`src/rtl/filterbank_sequencer.sv`:
```
// rtl/filterbank_sequencer.sv - Sample-write / tap-walk / output-load sequencer for the FIR filter bank

module filterbank_sequencer #(
  parameter int NTAPS   = 128,
  parameter int MAC_LAT = 2
) (
  input  logic                       clock,
  input  logic                       reset,
  input  logic                       din_enable,
  input  logic                       overrun_clear,
  output logic                       sample_we,
  output logic [$clog2(NTAPS)-1:0]   sample_waddr,
  output logic [$clog2(NTAPS)-1:0]   sample_raddr0,
  output logic [$clog2(NTAPS)-1:0]   sample_raddr1,
  output logic [$clog2(NTAPS)-2:0]   coeffaddress,
  output logic                       mac_enable,
  output logic                       mac_clear,
  output logic                       mac_last,
  output logic                       dout_load,
  output logic                       busy,
  output logic                       overrun
);

  localparam int AW = $clog2(NTAPS);
  localparam int KW = AW - 1;
  localparam int DW = (MAC_LAT > 1) ? $clog2(MAC_LAT) : 1;
  localparam logic [KW-1:0] K_LAST = KW'(NTAPS / 2 - 1);
  localparam logic [DW-1:0] D_LAST = DW'(MAC_LAT - 1);

  typedef enum logic [1:0] {S_IDLE, S_RUN, S_DRAIN, S_DONE} state_t;

  state_t          r_state, w_state;
  logic [AW-1:0]   r_wp;
  logic [AW-1:0]   r_base, w_base;
  logic [KW-1:0]   r_k, w_k;
  logic [DW-1:0]   r_drain, w_drain;
  logic [KW-1:0]   r_coeff, w_coeff;
  logic [AW-1:0]   r_raddr0, w_raddr0;
  logic [AW-1:0]   r_raddr1, w_raddr1;
  logic            r_mac_enable, w_mac_enable;
  logic            r_mac_clear, w_mac_clear;
  logic            r_mac_last, w_mac_last;
  logic            r_dout_load, w_dout_load;
  logic            r_busy, w_busy;
  logic            r_overrun, w_overrun;
  logic            w_run;
  logic [AW-1:0]   w_even, w_odd;

  // Outputs are computed for the state being entered so they appear registered.
  always_comb begin
    w_state      = r_state;
    w_base       = r_base;
    w_k          = r_k;
    w_drain      = r_drain;
    w_coeff      = r_coeff;
    w_raddr0     = r_raddr0;
    w_raddr1     = r_raddr1;
    w_mac_enable = 1'b0;
    w_mac_clear  = 1'b0;
    w_mac_last   = 1'b0;
    w_dout_load  = 1'b0;
    w_run        = 1'b0;

    case (r_state)
      S_IDLE: begin
        if (din_enable) begin
          w_state = S_RUN;
          w_base  = r_wp;
          w_k     = '0;
          w_run   = 1'b1;
        end
      end
      S_RUN: begin
        if (r_k == K_LAST) begin
          w_state = S_DRAIN;
          w_drain = '0;
        end else begin
          w_k   = r_k + 1'b1;
          w_run = 1'b1;
        end
      end
      S_DRAIN: begin
        if (r_drain == D_LAST) w_state = S_DONE;
        else                   w_drain = r_drain + 1'b1;
      end
      S_DONE:  w_state = S_IDLE;
      default: w_state = S_IDLE;
    endcase

    // Newest sample sits at base; tap 2k reaches back 2k samples in the circular RAM.
    w_even = w_base - {w_k, 1'b0};
    w_odd  = w_even - 1'b1;

    if (w_run) begin
      w_coeff      = w_k;
      w_raddr0     = w_even;
      w_raddr1     = w_odd;
      w_mac_enable = 1'b1;
      w_mac_clear  = (w_k == '0);
      w_mac_last   = (w_k == K_LAST);
    end

    if (w_state == S_DONE) begin
      w_dout_load = 1'b1;
      w_coeff     = '0;
      w_raddr0    = '0;
      w_raddr1    = '0;
    end

    w_busy = (w_state != S_IDLE);

    // A strobe landing during a computation wins over a simultaneous clear.
    if (din_enable && r_busy) w_overrun = 1'b1;
    else if (overrun_clear)   w_overrun = 1'b0;
    else                      w_overrun = r_overrun;
  end

  always_ff @(posedge clock or posedge reset) begin
    if (reset) begin
      r_state      <= S_IDLE;
      r_wp         <= '0;
      r_base       <= '0;
      r_k          <= '0;
      r_drain      <= '0;
      r_coeff      <= '0;
      r_raddr0     <= '0;
      r_raddr1     <= '0;
      r_mac_enable <= 1'b0;
      r_mac_clear  <= 1'b0;
      r_mac_last   <= 1'b0;
      r_dout_load  <= 1'b0;
      r_busy       <= 1'b0;
      r_overrun    <= 1'b0;
    end else begin
      r_state      <= w_state;
      if (din_enable) r_wp <= r_wp + 1'b1;
      r_base       <= w_base;
      r_k          <= w_k;
      r_drain      <= w_drain;
      r_coeff      <= w_coeff;
      r_raddr0     <= w_raddr0;
      r_raddr1     <= w_raddr1;
      r_mac_enable <= w_mac_enable;
      r_mac_clear  <= w_mac_clear;
      r_mac_last   <= w_mac_last;
      r_dout_load  <= w_dout_load;
      r_busy       <= w_busy;
      r_overrun    <= w_overrun;
    end
  end

  assign sample_we     = din_enable;
  assign sample_waddr  = r_wp;
  assign sample_raddr0 = r_raddr0;
  assign sample_raddr1 = r_raddr1;
  assign coeffaddress  = r_coeff;
  assign mac_enable    = r_mac_enable;
  assign mac_clear     = r_mac_clear;
  assign mac_last      = r_mac_last;
  assign dout_load     = r_dout_load;
  assign busy          = r_busy;
  assign overrun       = r_overrun;

endmodule

```
`config.mk`:
```
export PLATFORM = sky130hd
export DESIGN_NAME = filterbank_sequencer
export DESIGN_NICKNAME = d
export VERILOG_FILES = /design/src/rtl/filterbank_sequencer.sv
export SDC_FILE = /design/constraint.sdc
export NUM_CORES = 1
export LEC_CHECK = 0
export ABC_CLOCK_PERIOD_IN_PS = 6600
export BUFFER_PORTS_ARGS = -buffer_cell sky130_fd_sc_hd__buf_4
export CAP_MARGIN = 25
export CORE_MARGIN = 2
export CORE_UTILIZATION = 45
export CTS_BUF_LIST = sky130_fd_sc_hd__clkbuf_16
export CTS_CLUSTER_SIZE = 14
export DETAILED_ROUTE_END_ITERATION = 12
export HOLD_SLACK_MARGIN = 0.06
export PLACE_DENSITY = 0.69
export RECOVER_POWER = 25
export SYNTH_ARGS = -nofsm -noshare
export SYNTH_HDL_FRONTEND = slang
export SYNTH_SLANG_ARGS = --single-unit
```
`constraint.sdc`:
```
create_clock -name clock -period 6.6 [get_ports clock]
set_input_delay 0.33 -clock clock [delete_from_list [all_inputs] [get_ports clock]]
set_output_delay 0.33 -clock clock [all_outputs]
set_load 0.03 [all_outputs]
```
==> impl_results.md <==
- Element type at the critical path start: flop
- Num rows: 26
- Via count of the first global-routing pass: roughly 1,600
- Layer with the highest usage after global routing: met2
- Post-Route Hold Slack: around 0.23 ns
- Status: finished, violations left
- Post-route ant nets: 0
- RSZ-0062 raised after global routing: no
- Count of flip-flops with a built-in enable after synthesis: 0
- Total wirelength of the detailed-routed design: between 4000 and 5000 µm
- Initial antenna violation count: 0
- Worst hold path class: in -> reg
- Hold buffers post-CTS: 0
- Netlist Area Pre-Place: between 2000 and 2500 µm²
- Synth Flop Type: dfrtp_1
- Fin. max-slew vios: 47
- Violated checks: capacitance limit, slew limit
- Sum of overflow across all layers after global routing: 0
- Synth top area share: a little over half
- Pin slew with the least headroom to its limit: 2.388 ns
- Arrival @ worst endpoint: around 3.9 ns
- Ratio of cells with drive above 1 in the final layout: a little over a fifth
- Avg Cell Area, Syn: 10.84 µm²
- Post-route setup TNS: 0 ns
- Clock Latency Late Sink: about 0.28 ns
- Routed vias: ~1,600
- Setup violations, final: 0
- Most instantiated cells after synthesis: dfrtp_1, nand2_1, nor2_1
- Clk slew on worst S/H paths: around 0.060 ns
- Fin crit share: 56.00%
- Diode insertion count for antenna repair: 0
- Part of the Yosys area used for sequential elements: 53.35%
- Maximum fanout along the worst path: 15
- Average vias per placed instance: around 5.1
- HPWL after detailed placement: 3260 µm
- # Post-CTS Setup Buffers: 0
- Async set or reset register ratio after synthesis: 100.0%
- Overall die width: 75.47 µm
- Top area cells in the synthesized netlist: dfrtp_1, nand2_1, ha_1, o21ai_0, nor2_1
- Area added between synthesis and finish: 20.96%
- Count of state elements after synthesis: just under 50
- Count of nets after finishing: roughly 270
- First-pass detailed-route iteration total: 4
- Maximum number of pins on one net before global-route repair: 50
- Clock period minus final worst setup slack: between 3 and 4 ns
- DIE HEIGHT: between 70 and 80 µm
- Number of distinct standard cells referenced by the synthesized netlist: between 40 and 50
- Area of the core region: 5010 µm²
- Num ports: 38
- Clock tree buffer depth: 2
- Root buffer selected by CTS: clkbuf_16
- Highest Clock Rate: roughly 0.27 GHz
- Hold Fails Final Rpt: 0
- Grt met3 use: 3.704%
- Number of levels in the clock H-tree: 2
- Cell type with the largest total area after synthesis: dfrtp_1
- CTS tree: yes
- Die area: ~5700 µm²
- Total DRC errors in the routed layout: 0
- Port buffer count: 37
- Global placer's final weighted congestion: roughly 0.87
- Starting DRT DRC Count: 159
- CP Class: reg -> reg
- Max capacitance violation total: 1
- Clock sink count: 49
- Gr usage total: a little under a fifth
- Cell count after synthesis: approximately 210
- Final core area utilization: approximately 55%
- CTS Buf Count: 5
- Critical Path End Type: flop
- WL per Instance: around 14 µm
- Slew margin rel.: -59.18%
- Worst endpoint required time: roughly 6.8 ns
- Worst clock skew on the final layout: about 0.0038 ns
- Yosys synthesis warning count: 0
- Count leader, synth: dfrtp_1
- First-pass GRT wire length: about 7700 µm
- GRT met2 Usage: 28.31%
- Starting utilization of the core area: 45.88%
- GR met1 Demand/Resource: between 20% and 30%
- Resize count post-CTS: 0
- Synthesized Nets: 225
area by class of cell:
| type | count | area [µm²] |
|---|---|---|
| Multi-Input combinational cell | 144 | 982.2 |
| Inverter | 12 | 45.04 |
| Clock buffer | 5 | 125.1 |
| Clock inverter | 2 | 7.507 |
| Tap cell | 70 | 87.58 |
| Timing Repair Buffer | 41 | 306.5 |
| Fill cell | 466 | 2230 |
| Sequential cell | 49 | 1226 |
kinds of logic after synthesis:
group,Yosys count,synth area share (%)
and+or+nand+nor,75,15.62
DFF,49,53.35
AOI/OAI and AO/OA,37,11.76
buffers and inverters,19,3.919
xor gates and xnor gates,17,7.404
adders and majority gates,9,5.226
muxes,6,2.722
stage by stage:
stage,cell area [µm²],worst slack (ns),instances
global placement,2634,3.158,314
global route,2780,2.507,323
detailed placement,2634,2.989,314
finish,2780,2.904,323
floorplan,2298,3.320,212
CTS,2766,2.947,321
path summary, 6_finish.rpt:
check | startpoint | end | slack (ns) | cells after the start
max | r_k[0] | sample_raddr1[6] | 2.90 | 13
min | overrun_clear | overrun | 0.23 | 2
max reg2reg | r_k[0] | sample_raddr1[6] | 2.90 | 13
min reg2reg | coeffaddress[0] | coeffaddress[0] | 0.48 | 2
max in group asynchronous | reset | coeffaddress[2] | 3.62 | 4
min in group asynchronous | reset | sample_waddr[2] | 0.48 | 3
metal layers:
layer  routed length, µm  up-vias  part of all wire, %
li1                    -      801                    -
met2                2224       36                   48
met3                 169        5                  3.7
met5                   0        -                    0
met4                  46        0                  1.0
met1                2173      799                   47
worst max-delay path: stages (launching register included):
cell and delay, ns:
dfrtp_1 0.52, ha_1 0.33, a31oi_1 0.20, nor2_1 0.69, nand2_1 0.10, o21ai_0 0.17
ha_1 0.25, fa_1 0.20, nand2b_1 0.11, a21oi_1 0.07, xor2_1 0.18, nor4_1 0.29
xnor3_1 0.27, a22o_1 0.20
registers in the layout, summed over array words and instances, names as in the netlist:
signal         cells
dout_load          1
coeffaddress       6
sample_raddr1      7
sample_raddr0      7
r_drain            1
mac_last           1
overrun            1
mac_enable         1
busy               1
r_state            2
mac_clear          1
r_k                6
sample_waddr       7
r_base             7
cells in the final DEF, fill, tap and decap left out, drive strengths merged, types with 2 or more instances in the layout:
master  count
dfrtp      49
buf        38
nand2      32
nor2       19
o21ai      17
inv        13
xor2        9
ha          8
xnor2       7
clkbuf      7
a22o        6
nand3       5
mux2i       4
a21oi       3
nand4       2
a31oi       2
nand2b      2
mux2        2
and2        2
nand4b      2
nor3        2
a211oi      2
Power is not shown: default switching activity piles up to over one toggle a cycle in this logic, so the estimate is an artifact.
